<file path="src/rtl/dac_sample_feeder.sv">
// Assembles low-byte-first 16-bit samples into a FIFO and paces them out to the DAC driver.
// Optional macro DAC_FEEDER_HOLD_LAST_EN re-issues the last sample on an empty-FIFO tick.
module dac_sample_feeder #(
    parameter int unsigned FIFO_DEPTH      = 16,
    parameter int unsigned CLKS_PER_SAMPLE = 250
) (
    input  logic                        clock_in,
    input  logic                        reset,
    input  logic [7:0]                  byte_data,
    input  logic                        byte_valid,
    input  logic                        flags_clr,
    output logic [15:0]                 dac_data,
    output logic                        dac_rq,
    input  logic                        dac_st,
    output logic [$clog2(FIFO_DEPTH):0] fifo_level,
    output logic                        overflow,
    output logic                        underrun
);
    localparam int unsigned AW = $clog2(FIFO_DEPTH);
    localparam int unsigned LW = AW + 1;
    localparam int unsigned PW = $clog2(CLKS_PER_SAMPLE);
    localparam logic [PW-1:0] PacerMax  = PW'(CLKS_PER_SAMPLE - 1);
    localparam logic [LW-1:0] LevelFull = LW'(FIFO_DEPTH);

    typedef enum logic {ByteLow, ByteHigh} byte_st_e;
    typedef enum logic [1:0] {IssIdle, IssReq, IssWaitDone} issue_st_e;

    byte_st_e      byte_st_q, byte_st_d;
    issue_st_e     issue_st_q, issue_st_d;
    logic [7:0]    low_byte_q, low_byte_d;
    logic [AW-1:0] wr_ptr_q, wr_ptr_d, rd_ptr_q, rd_ptr_d;
    logic [LW-1:0] level_q, level_d;
    logic [PW-1:0] pacer_q, pacer_d;
    logic [15:0]   dac_data_q, dac_data_d;
    logic          dac_rq_q, dac_rq_d;
    logic          overflow_q, overflow_d;
    logic          underrun_q, underrun_d;
    logic [15:0]   mem_q [FIFO_DEPTH];

    logic        push, push_ok, pop, tick, fifo_empty, fifo_full, underrun_evt;
    logic [15:0] push_word;

    always_comb begin
        push       = byte_valid && (byte_st_q == ByteHigh);
        push_word  = {byte_data, low_byte_q};
        fifo_empty = (level_q == '0);
        fifo_full  = (level_q == LevelFull);
        push_ok    = push && !fifo_full;
        tick       = (pacer_q == PacerMax);
        pacer_d    = tick ? '0 : pacer_q + PW'(1);
    end

    always_comb begin
        byte_st_d  = byte_st_q;
        low_byte_d = low_byte_q;
        if (byte_valid) begin
            if (byte_st_q == ByteLow) begin
                low_byte_d = byte_data;
                byte_st_d  = ByteHigh;
            end else begin
                byte_st_d = ByteLow;
            end
        end
    end

    always_comb begin
        issue_st_d   = issue_st_q;
        dac_rq_d     = dac_rq_q;
        dac_data_d   = dac_data_q;
        pop          = 1'b0;
        underrun_evt = 1'b0;
        unique case (issue_st_q)
            IssIdle: begin
                if (tick) begin
                    if (dac_st) begin
                        // Driver still busy: never raise a request on top of it.
                        underrun_evt = 1'b1;
                    end else if (!fifo_empty) begin
                        pop        = 1'b1;
                        dac_data_d = mem_q[rd_ptr_q];
                        dac_rq_d   = 1'b1;
                        issue_st_d = IssReq;
                    end else begin
                        underrun_evt = 1'b1;
`ifdef DAC_FEEDER_HOLD_LAST_EN
                        dac_rq_d   = 1'b1;
                        issue_st_d = IssReq;
`endif
                    end
                end
            end
            IssReq: begin
                underrun_evt = tick;
                if (dac_st) begin
                    dac_rq_d   = 1'b0;
                    issue_st_d = IssWaitDone;
                end
            end
            IssWaitDone: begin
                underrun_evt = tick;
                if (!dac_st) begin
                    issue_st_d = IssIdle;
                end
            end
            default: begin
                dac_rq_d   = 1'b0;
                issue_st_d = IssIdle;
            end
        endcase
    end

    always_comb begin
        wr_ptr_d = push_ok ? wr_ptr_q + AW'(1) : wr_ptr_q;
        rd_ptr_d = pop ? rd_ptr_q + AW'(1) : rd_ptr_q;
        case ({push_ok, pop})
            2'b10:   level_d = level_q + LW'(1);
            2'b01:   level_d = level_q - LW'(1);
            default: level_d = level_q;
        endcase
        // A set event in the same cycle beats the clear.
        overflow_d = flags_clr ? 1'b0 : overflow_q;
        underrun_d = flags_clr ? 1'b0 : underrun_q;
        if (push && fifo_full) begin
            overflow_d = 1'b1;
        end
        if (underrun_evt) begin
            underrun_d = 1'b1;
        end
    end

    always_ff @(posedge clock_in) begin
        if (push_ok) begin
            mem_q[wr_ptr_q] <= push_word;
        end
    end

    always_ff @(posedge clock_in or posedge reset) begin
        if (reset) begin
            byte_st_q  <= ByteLow;
            issue_st_q <= IssIdle;
            low_byte_q <= '0;
            wr_ptr_q   <= '0;
            rd_ptr_q   <= '0;
            level_q    <= '0;
            pacer_q    <= '0;
            dac_data_q <= '0;
            dac_rq_q   <= 1'b0;
            overflow_q <= 1'b0;
            underrun_q <= 1'b0;
        end else begin
            byte_st_q  <= byte_st_d;
            issue_st_q <= issue_st_d;
            low_byte_q <= low_byte_d;
            wr_ptr_q   <= wr_ptr_d;
            rd_ptr_q   <= rd_ptr_d;
            level_q    <= level_d;
            pacer_q    <= pacer_d;
            dac_data_q <= dac_data_d;
            dac_rq_q   <= dac_rq_d;
            overflow_q <= overflow_d;
            underrun_q <= underrun_d;
        end
    end

    assign dac_data   = dac_data_q;
    assign dac_rq     = dac_rq_q;
    assign fifo_level = level_q;
    assign overflow   = overflow_q;
    assign underrun   = underrun_q;

endmodule

</file>
<file path="config.mk">
export PLATFORM = sky130hd
export DESIGN_NAME = dac_sample_feeder
export DESIGN_NICKNAME = d
export VERILOG_FILES = /design/src/rtl/dac_sample_feeder.sv
export SDC_FILE = /design/constraint.sdc
export NUM_CORES = 1
export LEC_CHECK = 0
export BUFFER_PORTS_ARGS = -buffer_cell sky130_fd_sc_hd__buf_4
export CAP_MARGIN = 25
export CORE_UTILIZATION = 40
export CTS_BUF_LIST = sky130_fd_sc_hd__clkbuf_4 sky130_fd_sc_hd__clkbuf_8 sky130_fd_sc_hd__clkbuf_16
export CTS_CLUSTER_DIAMETER = 80
export DETAILED_ROUTE_END_ITERATION = 8
export SLEW_MARGIN = 25
export SYNTH_ARGS = -nofsm -noshare
export SYNTH_HDL_FRONTEND = slang
export SYNTH_SLANG_ARGS = --single-unit
</file>
<file path="constraint.sdc">
create_clock -name clock_in -period 3.6 [get_ports clock_in]
set_input_delay 0.18 -clock clock_in [delete_from_list [all_inputs] [get_ports clock_in]]
set_output_delay 0.18 -clock clock_in [all_outputs]
set_load 0.02 [all_outputs]
</file>
==> flow_metrics.env <==
export IMPL_yosys_area_share_simple_pct=3.33
export IMPL_endpoint_kind="flop"
export IMPL_mappedNetlistNets=627
export IMPL_worstPathArrival_ns=3.33
export IMPL_layout_drive_gt1_share_pct=27.8
export IMPL_power_density_nw_per_um2=592
export IMPL_gr_total_overflow=0
export IMPL_crit_type="flop to flop"
export IMPL_grt_max_degree=42
export IMPL_critPathSlowestCell="dfrtp_1"
export IMPL_path_cells="inv_1 -> ha_1 -> inv_1 -> a2111o_1 -> inv_1 -> ha_1 -> ha_1 -> a21o_1 -> a21oi_1 -> mux2i_1 -> xnor2_1"
export IMPL_seqPwrFrac_pct=56.8
export IMPL_die_y_um=176
export IMPL_synth_xor_area_share_pct=1.14
export IMPL_cp_start_kind="flop"
export IMPL_fin_nets=706
export IMPL_synth_top_flop_cell="edfxtp_1"
export IMPL_p_comb_share_pct=8.2
export IMPL_reg2reg_slack_ns=0.74
export IMPL_period_needed_ns=2.86
export IMPL_peakVddDrop_mv=0.424
export IMPL_reg2reg_depth=11
export IMPL_num_antenna_cells=0
export IMPL_synthAdderAreaFrac_pct=1.91
export IMPL_worstMarginPinSlew_ns=0.936
export IMPL_synth_compound_area_share_pct=2.51
export IMPL_synth_edf_count=256
export IMPL_ys_types=45
export IMPL_cts_buffers=30
export IMPL_setup_viol=0
export IMPL_die_x_um=176
export IMPL_yosysWarnings=0
export IMPL_fp_dieArea_um2=31100
export IMPL_core_um2=29800
export IMPL_post_drt_wl_per_cell_um=23.2
export IMPL_drv_slew=0
export IMPL_vias=5869
export IMPL_antenna_left=0
export IMPL_avgViaCountPerCell=5.39
export IMPL_timing_slew_headroom_pct=37.5
export IMPL_drv_cap=0
export IMPL_place_gp_congestion=0.788
export IMPL_cp_max_fo=6
export IMPL_clk_path_buf_depth=3
export IMPL_clock_power_share_pct=35.0
export IMPL_regToRegEndpoint="fifo_level[4]$_DFFE_PP0P_"
export IMPL_place_area_um2=13000
export IMPL_critPathBufInv=3
export IMPL_max_freq_mhz=350
export IMPL_clk_pin_slew_worst_paths_ns=0.06
export IMPL_fillers=2502
export IMPL_clock_root_buffer="clkbuf_16"
export IMPL_hold_class="input pin to flop"
export IMPL_wirelength_um=25200
export IMPL_async_flop_share_pct=16.6
export IMPL_rsz0062_at_grt="false"
export IMPL_switching_power_w=0.00202
export IMPL_cts_tree="done"
export IMPL_cts_hold_buf=11
export IMPL_cts_sinks=307
export IMPL_synth_top_family_by_area="multiplexers"
export IMPL_grt_pass1_vias=6360
export IMPL_fp_row_count=63
export IMPL_holdCritStartpoint="dac_st"
export IMPL_drt_initial_drc_count=484
export IMPL_postSynthRegisterBits=307
export IMPL_io_pins=37
export IMPL_post_cts_setup_buffers=0
export IMPL_drtPass1Iterations=4
export IMPL_min_to="dac_rq$_DFFE_PP0P_"
export IMPL_cts_resized=0
export IMPL_crit_family="adder cells"
export IMPL_stdcell_area_um2=14000
export IMPL_syn_area_um2=12200
export IMPL_grt_antenna_before_repair=0
export IMPL_path_depth=11
export IMPL_grt_use_total_pct=17.1
export IMPL_area_growth_pct=15.4
export IMPL_htree_levels=1
export IMPL_start_util_pct=40.8
export IMPL_fin_worst_skew_ns=0.0180
export IMPL_crit_path_max_incr_delay_ns=0.43
export IMPL_clkLatencyLatePin_ns=0.56
export IMPL_setup_tns_ns=0
export IMPL_whs_path_depth=4
export IMPL_p_leak_nw=4.67
export IMPL_synth_area_mux_share_pct=15.8
export IMPL_synth_avg_cell_area_um2=20.4
export IMPL_dpl_hpwl_um=15200
export IMPL_period_share_pct=79.3
export IMPL_drc=0
export IMPL_r2r_start="issue_st_q[0]$_DFFE_PP0P_"
export IMPL_ys_seq_area_share_pct=73.7
export IMPL_hold_viol=0
export IMPL_cp_required_ns=4.07
export IMPL_grt_pass1_wl_um=39200
export IMPL_intPower_w=0.00628
export IMPL_port_buffers=36
export IMPL_p_sw_share_pct=24.4
export IMPL_outcome="finished clean"
export IMPL_synth_cells=596
[cell usage in the layout (no fill, tap or decap), types with 2 or more instances in the layout]
cell type,count
a21o_1,3
a21oi_1,4
and2_1,12
and4_1,5
buf_12,2
buf_4,59
clkbuf_16,30
clkbuf_4,5
clkinv_1,11
clkinv_2,7
clkinvlp_4,2
dfrtp_1,48
dfrtp_2,2
dlygate4sd3_1,11
edfxtp_1,256
ha_1,17
inv_1,13
mux2_2,12
mux2i_1,34
mux4_2,64
nand2_1,23
nand2b_1,2
nand3_1,5
nor2_1,8
nor2b_1,2
nor3b_1,2
o21ai_0,7
o221ai_1,16
o41ai_1,2
xnor2_1,10
xor2_1,4
[metrics by stage]
stage	total power, W	hold slack [ns]	setup WS, ns	utilization (%)	cells
6_report	0.00831	0.0574	0.745	47.1	1089
5_1_grt	0.00865	0.0795	0.607	47.1	1089
4_1_cts	0.00840	0.0239	0.768	47.1	1089
3_5_place_dp	0.00548	0.390	0.805	43.6	1022
3_3_place_gp	0.00541	0.382	0.906	43.6	1022
2_1_floorplan	0.00507	0.267	0.781	-	596
[power by group through the flow]
stage               logic [W]  clock network, W  registers, W
global route         0.000747           0.00313       0.00477
detailed placement   0.000680                 0       0.00480
floorplan            0.000404                 0       0.00467
CTS                  0.000690           0.00299       0.00472
finish               0.000682           0.00291       0.00471
global placement     0.000647                 0       0.00476
[layout make-up]
type | instances | area (um2) | share of cell area, %
clock inverter | 21 | 133 | 0.946
sequential | 307 | 8970 | 64.0
tap | 390 | 488 | 3.48
timing repair buffer | 72 | 593 | 4.23
multi-input combinational | 250 | 3000 | 21.4
clock buffer | 35 | 788 | 5.62
inverter | 14 | 53.8 | 0.384
[metal layers]
layer / wire length (um) / GRT usage, % / vias to the layer above
li1: - / - / 2567
met1: 10400 / 22.0 / 3141
met2: 13200 / 30.2 / 128
met3: 1230 / 2.73 / 33
met4: 388 / 4.24 / 0
met5: 0 / 0 / -
[flip-flops by register name, indices dropped and copies added, names as in the netlist]
| signal | count |
|---|---|
| byte_st_q | 1 |
| dac_data | 16 |
| dac_rq | 1 |
| fifo_level | 5 |
| issue_st_q | 2 |
| low_byte_q | 8 |
| mem_q | 256 |
| overflow | 1 |
| pacer_q | 8 |
| rd_ptr_q | 4 |
| underrun | 1 |
| wr_ptr_q | 4 |
[worst max path at each step]
stage                                         start                        end  slack, ns
final                     issue_st_q[0]$_DFFE_PP0P_  fifo_level[4]$_DFFE_PP0P_       0.74
after global routing      issue_st_q[1]$_DFFE_PP0P_  fifo_level[4]$_DFFE_PP0P_       0.61
after floorplan           fifo_level[0]$_DFFE_PP0P_  fifo_level[4]$_DFFE_PP0P_       0.78
after global placement         pacer_q[1]$_DFF_PP0_  fifo_level[4]$_DFFE_PP0P_       0.91
after detailed placement  issue_st_q[0]$_DFFE_PP0P_  fifo_level[4]$_DFFE_PP0P_       0.80
after CTS                 issue_st_q[0]$_DFFE_PP0P_  fifo_level[4]$_DFFE_PP0P_       0.77
[cells in the mapped netlist (2+ instances only)]
master	n	share of area (%)
edfxtp_1	256	63
mux4_2	64	12
dfrtp_1	51	10
mux2i_1	34	2.8
nand2_1	23	0.71
ha_1	17	1.7
o221ai_1	16	1.2
inv_1	14	0.43
and2_1	12	0.62
mux2_2	12	1.1
xnor2_1	10	0.72
clkbuf_1	9	0.28
nor2_1	8	0.25
o21ai_0	7	0.29
buf_2	6	0.25
and4_1	5	0.36
buf_4	5	0.31
nand3_1	5	0.21
a21oi_1	4	0.16
xor2_1	4	0.29
a21o_1	3	0.19
buf_6	3	0.28
buf_1	2	0.062
nand2b_1	2	0.10
nor2b_1	2	0.10
nor3b_1	2	0.12
o41ai_1	2	0.14
[worst min-delay path: cells and delay by family]
kind,cells,cell delay (ns)
AO/OA/AOI/OAI,2,0.18
buffers and inverters,2,0.20
[kinds of logic after synthesis]
kind of cell    Yosys count
flops                   307
mux                     110
simple gates             68
compound gates           39
buf+inv                  39
fa+ha+maj                18
xor+xnor                 15
(Power assumes the default switching activity.)
